[src/rtl/lsh_pkg.sv]
// Shared types and constants for the LSH window front end.
//   nuc_e         : 2-bit nucleotide encoding (A=00 C=01 G=10 T=11)
//   state_e       : feeder FSM states
//   STROBE_CYCLES : length of every multi-cycle strobe
//   stride()      : beats between the starts of consecutive windows
package lsh_pkg;

   typedef enum logic [1:0] {
      NUC_A = 2'b00,
      NUC_C = 2'b01,
      NUC_G = 2'b10,
      NUC_T = 2'b11
   } nuc_e;

   typedef enum logic [2:0] {
      S_IDLE,
      S_START,
      S_FILL,
      S_HASH,
      S_COMMIT,
      S_GAP,
      S_RHASH,
      S_FINISH
   } state_e;

   localparam int unsigned STROBE_CYCLES = 2;

   // Consecutive windows overlap by kmer_size-1 nucleotides.
   function automatic int unsigned stride(input int unsigned window_size,
                                          input int unsigned kmer_size);
      return window_size - kmer_size + 1;
   endfunction

endpackage

[src/rtl/window_shift_buffer.sv]
// Nucleotide shift register with a fill counter of programmable target.
//   clk, reset_n  : clock, async active-low reset
//   restart       : clear fill count and load target (held while not filling)
//   target        : beats needed to complete the next window
//   shift_en      : accepted beat, shifts data into the newest slot
//   data          : incoming nucleotide
//   window        : packed window, slot 0 (bits 1:0) is the oldest
//   fill_done_c   : this beat completes the window (combinational)
module window_shift_buffer
   import lsh_pkg::*;
#(
   parameter int unsigned WINDOW_SIZE = 128
) (
   input  logic                          clk,
   input  logic                          reset_n,
   input  logic                          restart,
   input  logic [$clog2(WINDOW_SIZE+1)-1:0] target,
   input  logic                          shift_en,
   input  nuc_e                          data,
   output logic [2*WINDOW_SIZE-1:0]      window,
   output logic                          fill_done_c
);

   localparam int unsigned CW = $clog2(WINDOW_SIZE + 1);

   logic [WINDOW_SIZE-1:0][1:0] slots;
   logic [CW-1:0]               count;
   logic [CW-1:0]               target_q;

   assign window      = slots;
   assign fill_done_c = shift_en && (count == target_q - CW'(1));

   // Shift register and fill counter
   always_ff @(posedge clk or negedge reset_n) begin
      if (!reset_n) begin
         slots    <= '0;
         count    <= '0;
         target_q <= CW'(WINDOW_SIZE);
      end else if (restart) begin
         count    <= '0;
         target_q <= target;
      end else if (shift_en) begin
         slots <= {data, slots[WINDOW_SIZE-1:1]};
         count <= fill_done_c ? '0 : count + CW'(1);
      end
   end

endmodule

[src/rtl/window_feeder.sv]
// Serial nucleotide stream -> overlapping windows for the LSH engine.
//   clk, reset_n               : clock, async active-low reset
//   nuc_valid/data/last/ready  : upstream nucleotide stream handshake
//   is_reference               : stream type, sampled at stream start
//   window, window_id          : window to hasher and its index
//   ready_for_hashing          : hash request, held until hashing_is_done
//   reset_window_hasher        : hasher reset strobe
//   reset_stats                : query statistics reset strobe
//   is_insert / is_query       : commit strobes
//   calculate_matched_window   : end-of-read request
//   matched_window_id          : engine result (-1 = no match)
//   result_id, result_valid    : captured read result and its pulse
//   stream_done                : end-of-stream pulse
//   ref_overflow               : sticky, reference exceeded insert cap
module window_feeder
   import lsh_pkg::*;
#(
   parameter int unsigned WINDOW_SIZE              = 128,
   parameter int unsigned KMER_SIZE                = 16,
   parameter int unsigned MAX_WINDOWS_IN_REFERENCE = 512
) (
   input  logic                     clk,
   input  logic                     reset_n,
   input  logic                     nuc_valid,
   input  logic [1:0]               nuc_data,
   input  logic                     nuc_last,
   output logic                     nuc_ready,
   input  logic                     is_reference,
   output logic [2*WINDOW_SIZE-1:0] window,
   output logic [31:0]              window_id,
   output logic                     ready_for_hashing,
   input  logic                     hashing_is_done,
   output logic                     reset_window_hasher,
   output logic                     reset_stats,
   output logic                     is_insert,
   output logic                     is_query,
   output logic                     calculate_matched_window,
   input  logic signed [31:0]       matched_window_id,
   output logic signed [31:0]       result_id,
   output logic                     result_valid,
   output logic                     stream_done,
   output logic                     ref_overflow
);

   localparam int unsigned STRIDE_C = stride(WINDOW_SIZE, KMER_SIZE);
   localparam int unsigned CW       = $clog2(WINDOW_SIZE + 1);
   localparam int unsigned PW       = $clog2(STROBE_CYCLES + 1);

   state_e        state;
   logic [PW-1:0] phase;
   logic          stream_is_ref;
   logic          last_flag;
   logic          beat_c;
   logic          restart_c;
   logic [CW-1:0] target_c;
   logic          fill_done_c;
   logic          phase_end_c;

   assign beat_c      = nuc_valid && nuc_ready;
   assign phase_end_c = (phase == PW'(STROBE_CYCLES - 1));
   // Counter is re-armed while the hasher is being reset; first window needs a full fill.
   assign restart_c   = (state == S_START) || (state == S_RHASH);
   assign target_c    = (state == S_RHASH) ? CW'(STRIDE_C) : CW'(WINDOW_SIZE);

   window_shift_buffer #(
      .WINDOW_SIZE (WINDOW_SIZE)
   ) u_buf (
      .clk         (clk),
      .reset_n     (reset_n),
      .restart     (restart_c),
      .target      (target_c),
      .shift_en    (beat_c),
      .data        (nuc_e'(nuc_data)),
      .window      (window),
      .fill_done_c (fill_done_c)
   );

   // Feeder FSM; every strobe is set on entry to the state that owns it.
   always_ff @(posedge clk or negedge reset_n) begin
      if (!reset_n) begin
         state                    <= S_IDLE;
         phase                    <= '0;
         stream_is_ref            <= 1'b0;
         last_flag                <= 1'b0;
         nuc_ready                <= 1'b0;
         window_id                <= '0;
         ready_for_hashing        <= 1'b0;
         reset_window_hasher      <= 1'b0;
         reset_stats              <= 1'b0;
         is_insert                <= 1'b0;
         is_query                 <= 1'b0;
         calculate_matched_window <= 1'b0;
         result_id                <= '1;
         result_valid             <= 1'b0;
         stream_done              <= 1'b0;
         ref_overflow             <= 1'b0;
      end else begin
         case (state)
            S_IDLE: begin
               result_valid <= 1'b0;
               stream_done  <= 1'b0;
               if (nuc_valid) begin
                  stream_is_ref       <= is_reference;
                  window_id           <= '0;
                  ref_overflow        <= 1'b0;
                  last_flag           <= 1'b0;
                  phase               <= '0;
                  reset_window_hasher <= 1'b1;
                  reset_stats         <= 1'b1;
                  state               <= S_START;
               end
            end

            S_START: begin
               if (phase_end_c) begin
                  phase               <= '0;
                  reset_window_hasher <= 1'b0;
                  reset_stats         <= 1'b0;
                  nuc_ready           <= 1'b1;
                  state               <= S_FILL;
               end else begin
                  phase <= phase + PW'(1);
               end
            end

            S_FILL: begin
               if (beat_c) begin
                  if (fill_done_c) begin
                     nuc_ready         <= 1'b0;
                     ready_for_hashing <= 1'b1;
                     last_flag         <= nuc_last;
                     state             <= S_HASH;
                  end else if (nuc_last) begin
                     // Partial trailing window is dropped.
                     nuc_ready <= 1'b0;
                     phase     <= '0;
                     state     <= S_FINISH;
                     if (stream_is_ref) stream_done <= 1'b1;
                     else               calculate_matched_window <= 1'b1;
                  end
               end
            end

            S_HASH: begin
               if (hashing_is_done) begin
                  ready_for_hashing <= 1'b0;
                  phase             <= '0;
                  state             <= S_COMMIT;
                  if (stream_is_ref) begin
                     if (window_id >= 32'(MAX_WINDOWS_IN_REFERENCE)) ref_overflow <= 1'b1;
                     else                                            is_insert    <= 1'b1;
                  end else begin
                     is_query <= 1'b1;
                  end
               end
            end

            S_COMMIT: begin
               if (phase_end_c) begin
                  phase     <= '0;
                  is_insert <= 1'b0;
                  is_query  <= 1'b0;
                  state     <= S_GAP;
               end else begin
                  phase <= phase + PW'(1);
               end
            end

            S_GAP: begin
               if (phase_end_c) begin
                  phase <= '0;
                  if (last_flag) begin
                     state <= S_FINISH;
                     if (stream_is_ref) stream_done <= 1'b1;
                     else               calculate_matched_window <= 1'b1;
                  end else begin
                     if (window_id != '1) window_id <= window_id + 32'd1;
                     reset_window_hasher <= 1'b1;
                     state               <= S_RHASH;
                  end
               end else begin
                  phase <= phase + PW'(1);
               end
            end

            S_RHASH: begin
               if (phase_end_c) begin
                  phase               <= '0;
                  reset_window_hasher <= 1'b0;
                  nuc_ready           <= 1'b1;
                  state               <= S_FILL;
               end else begin
                  phase <= phase + PW'(1);
               end
            end

            S_FINISH: begin
               if (stream_is_ref) begin
                  stream_done <= 1'b0;
                  state       <= S_IDLE;
               end else if (phase_end_c) begin
                  phase                    <= '0;
                  result_id                <= matched_window_id;
                  calculate_matched_window <= 1'b0;
                  result_valid             <= 1'b1;
                  stream_done              <= 1'b1;
                  state                    <= S_IDLE;
               end else begin
                  phase <= phase + PW'(1);
               end
            end

            default: state <= S_IDLE;
         endcase
      end
   end

endmodule

[config.mk]
export PLATFORM = sky130hd
export DESIGN_NAME = window_feeder
export DESIGN_NICKNAME = d
export VERILOG_FILES = /design/src/rtl/lsh_pkg.sv /design/src/rtl/window_shift_buffer.sv /design/src/rtl/window_feeder.sv
export SDC_FILE = /design/constraint.sdc
export NUM_CORES = 1
export LEC_CHECK = 0
export CORE_UTILIZATION = 55
export DETAILED_ROUTE_END_ITERATION = 10
export DONT_BUFFER_PORTS = 1
export PLACE_DENSITY = 0.7
export SLEW_MARGIN = 30
export SYNTH_ARGS = -nofsm -noshare
export SYNTH_HDL_FRONTEND = slang
export SYNTH_SLANG_ARGS = --single-unit
[constraint.sdc]
create_clock -name clk -period 3.45 [get_ports clk]
set_input_delay 1.035 -clock clk [delete_from_list [all_inputs] [get_ports clk]]
set_output_delay 1.035 -clock clk [all_outputs]
set_load 0.02 [all_outputs]
# After elaboration in Yosys (flattened, before gate mapping)
# Cells that the tools add are included.
# op_classes
muxes	77
eq_ne	31
n_lt_le_gt_ge	1
bitwise	2
addsub	4
n_reduce_logical	35
# op_table
op	count
$mux W32	4
$pmux W32 S2	1
$mux W1	38
$add A32 B1 Y32 const B	1
$ge A32 B10 Y1 const B	1
$mux W8	4
$ne A2 B2 Y1 const B	16
$ne A32 B32 Y1 const B	1
$mux W3	10
$pmux W3 S7	1
$reduce_and A5 Y1	4
$reduce_bool A2 Y1	9
$pmux W1 S2	8
$reduce_and A4 Y1	4
$reduce_and A8 Y1	2
$mux W2	7
$eq A3 B3 Y1 const B	4
$pmux W2 S5	1
$reduce_and A3 Y1	3
$add A8 B1 Y8 const B	1
$eq A8 B8 Y1	1
$sub A8 B1 Y8 const B	1
$reduce_and A7 Y1	1
$eq A3 B2 Y1 const B	2
other kinds (18)	25
# word_totals
ff_bits	353
output_inout_bits	330

# Longest topological paths before layout
# logic_depth
ltp_word	6
mapped_depth	10
mapped_depth_nobuf	7

# Modules after synthesis
# From an unflattened synthesis, not the netlist that was laid out.
# unflattened
hier_cells	1059
area_unflattened_um2	14686.6
# by_module_without_submodules
module	cells_each	instances	area_each_um2	seq_area_each_um2
window_shift_buffer	646	1	10468.8	6807.8
window_feeder	413	1	4217.8	2067.0

# Least setup slack after synthesis
# No wires, ideal clock.
# synth_path
path_type	input to register
startpoint	input nuc_valid
endpoint	register window_id[8]
cell_stages	7
t_required_ns	3.372
t_arrival_ns	2.605
path_buffers	2
setup_ns	0.078
path_slack_ns	0.767
cell_sequence	clkbuf_1 -> nand3b_1 -> o31a_1 -> a31o_2 -> clkbuf_1 -> or4_1 -> a21oi_1
# synth_via
elab_chain_cells	2
# synth_lines
item	line	source
start: declaration	window_feeder.sv:24	input logic nuc_valid,
$ne A2 B2 Y1 (no source line)	n/a	
$reduce_and A5 Y1 (no source line)	n/a	
end signal: assignment	window_feeder.sv:177	if (window_id != '1) window_id <= window_id + 32'd1;
end: declaration	window_feeder.sv:30	output logic [31:0] window_id,
# Every way passes these cells.
# A chain may end at the register's enable or synchronous reset.

# Worst setup path after layout
# layout_path
startpoint	register window_id[0]
endpoint	register window_id[30]
# layout_via
elab_chain_cells	5
# layout_lines
item	line	source
$add A32 B1 Y32	window_feeder.sv:177	
$mux W32	window_feeder.sv:177	
$mux W32	window_feeder.sv:172	if (last_flag) begin
$mux W32	window_feeder.sv:170	if (phase_end_c) begin
$pmux W32 S2	window_feeder.sv:98	case (state)
# Parallel ways exist; a longest one is shown, timed or not. The select of a mux whose other input is x is not followed.

==> results.md <==
- Status: finished, final reports clean
- Crit-path max cell delay: 0.55 ns
- Cell Pwr Density: 813.4 nW/um2
- Netlist cell types: 58
- Psw: 0.004644 W
- Die width: 163.0 um
- Comb pwr share: 0.192
- Critical path buffers and inverters: 0
- Initial core utilization: 0.5632
- Seq/Total Area, Yosys: 0.6117
- Final-report setup violation count: 0
- Most common cell after layout, fill and taps aside: nand2_1
- Fraction of the mapped netlist area in simple logic gates: 0.2689
- CTS tree: yes
- Slew Limit Fails: 0
- Gr usage total: 0.2510
- DP Wirelength: 21,750 um
- Compound-Gate Fraction of Synth Area: 0.05702
- Pint: 0.008280 W
- CP startpoint kind: register
- Synth Area in Adders: 0.006140
- Ys flop type: dfrtp_1
- P_leak: 8.330 nW
- Yosys warnings: 0
- WP data arrival: 3.07 ns
- First-pass iteration count of the detailed router: 4
- Critical Path Most Common Cell: nand4_1
- H-tree levels: 2
- Hold/Removal Path Class: in2async
- DRC: 0
- Top cells by area, synth: dfrtp_1, nand2_1, dfstp_2
- Final hold viol count: 0
- CTS Buf Count: 37
- Largest net degree at the start of global routing: 348
- Slowest cell on crit path: dfrtp_1
- Fraction of registers with async set/reset: 1.000
- Number of synthesized flops with an enable pin: 0
- Post-synth top area cell: dfrtp_1
- R2r setup slk: 0.81 ns
- Placer Congestion: 0.9103
- Row count: 58
- WS Path Type: reg2reg
- Grt ovf: 0
- Max Cap Violations: 0
- Fill cells: 2,050
- Most frequent cells in the layout: nand2_1, dfrtp_1, clkbuf_16
- Hold_buf cts: 0
- Clock share of power: 0.334
- Setup Buffers After CTS: 0
- Setup TNS: 0 ns
- # IOs: 370
- Vias in the first global route: 10,050
- Largest family of logic cells by synthesized area: simple AND/OR/NAND/NOR gates
- Initial antenna violation count: 0
- Die height: 163.0 um
- Slew HR: 0.4194
- Port bufs: 0
- Clock skew: 0.01031 ns
- Placed Area: 14,550 um2
- Routed vias/inst: 5.555
- Final nets: 1,574
- Routed via count: 10,470
- Post-CTS Resized: 0
- Final worst-path cycle share: 0.7648
- Crit path max fanout: 7
- Inserted Diodes: 0
- Core area: 25,330 um2
- Post-Route WL: 33,630 um
- Worst skew pair latency: 0.52 ns
- CP Capture Type: register
- Initial DRC count: 874
- Worst-path clk slew: 0.06 ns
- Fraction of layout cells with a size suffix above 1: 0.1003
- CP delay by family, top: simple AND/OR/NAND/NOR gates
- Flops & latches, synth: 347
- Cells along the critical path: ha_1 -> nand4_1 -> nor4_1 -> nand4_1 -> or4_1 -> a21oi_1
- Synth Net Count: 1,600
- Worst EP required: 3.88 ns
- Final ANT Viol Nets: 0
- Cell area after synthesis: 14,260 um2
- Max Freq: 379.0 MHz
- Peak VDD IR: 0.7819 mV
- Post-Synth XOR/XNOR Area: 0.001842
- Clock period minus worst slack: 2.639 ns
- CTS Sinks: 347
- First-pass GRT wire length: 53,400 um
- Pin slew with the least headroom to its limit: 0.8709 ns
- Share of the synthesized area in the top cell type: 0.5509
- WL per Instance: 17.84 um
- Area delta synth->final: 11.39%
- Seq pwr share: 0.474
- Gate Count Post-Synth: 1,553
- Post-route cell area: 15,890 um2
- DIE AREA: 26,580 um2
- Mean Syn Cell Area: 9.185 um2
- Clock buffer depth: 3
- Clk root buf: clkbuf_16
- RSZ-0062 raised after global routing: false
- Net Sw Frac: 0.3593
- Mux cell area share after synthesis: 0.02912
==> cell usage after synthesis, types with 6 or more instances <==
library cell  instances
nand3_1              25
nand2_1             801
nand4_1              13
nor2b_1               8
clkbuf_1             70
nor3_1               11
o31ai_1              12
nand2b_1             10
a31oi_1               6
o21ai_0              36
inv_1                15
or3_1                11
dfrtp_1             314
dfstp_2              33
or4_1                 9
nor2_1               20
nor4_1               10
a21o_1                9
mux2_2               36
a21oi_1              28
ha_1                  7
buf_2                 7
==> worst register-to-register path, cell delays in order, from the launching register on <==
cell	delay, ns
dfrtp_1	0.55
ha_1	0.28
nand4_1	0.23
nor4_1	0.50
nand4_1	0.35
or4_1	0.50
a21oi_1	0.15
==> flip-flops by register name, summed over array words and instances, names as in the netlist <==
register,cells
ref_overflow,1
reset_stats,1
last_flag,1
u_buf.window,256
stream_is_ref,1
nuc_ready,1
is_query,1
window_id,32
result_valid,1
ready_for_hashing,1
u_buf.target_q,2
reset_window_hasher,1
calculate_matched_window,1
u_buf.count,8
stream_done,1
result_id,32
state,3
is_insert,1
phase,2
==> layer usage <==
layer,GRT usage,up-vias,share of wire
met5,0,-,0
met4,0.08794,0,0.027
met3,0.09472,70,0.11
met2,0.3857,413,0.46
met1,0.3265,5025,0.40
li1,-,4963,-
==> power groups by stage <==
stage	registers, W	logic [W]	clock network, W
finish	0.00612	0.00249	0.00432
global route	0.00622	0.00279	0.00457
floorplan	0.00592	0.00196	0
detailed placement	0.00619	0.00248	0
global placement	0.00617	0.00243	0
CTS	0.00612	0.00249	0.00440
==> kinds of logic after synthesis <==
kind of cell | count (synthesis)
and+or+nand+nor | 940
DFF | 347
AOI/OAI and AO/OA | 126
buffers and inverters | 93
muxes | 37
adders and majority gates | 7
xor gates and xnor gates | 3
==> through the flow <==
step	instances	total power, W	util	hold WS [ns]	setup slack, ns
detailed placement	1818	0.008677	0.5744	0.4926	0.8180
global route	1885	0.01358	0.6274	0.1960	0.5194
CTS	1885	0.01301	0.6274	0.2047	0.8253
finish	1885	0.01292	0.6274	0.2142	0.8114
floorplan	1553	0.007880	-	0.4637	0.7669
global placement	1818	0.008600	0.5744	0.4873	0.8605
==> final cells by class <==
class                           instances  area (um2)  area share
Inverter                               15       56.30    0.003544
Timing Repair Buffer                   13       160.2     0.01008
Clock inverter                         17       275.3     0.01732
Tap cell                              330       412.9     0.02599
Clock buffer                           50        1067     0.06717
Sequential cell                       347        8725      0.5491
Multi-Input combinational cell       1113        5192      0.3268
==> path summary, 6_finish.rpt <==
kind	start	endpoint	depth (start not counted)
setup / recovery	window_id[0]	window_id[30]	6
hold / removal	reset_n	window_id[4]	0
setup reg to reg	window_id[0]	window_id[30]	6
hold reg to reg	u_buf.target_q[7]	u_buf.target_q[7]	2
max in group asynchronous	reset_n	u_buf.window[178]	0
min in group clk	u_buf.target_q[7]	u_buf.target_q[7]	2
Note: power is estimated with default switching activity, not from simulation.
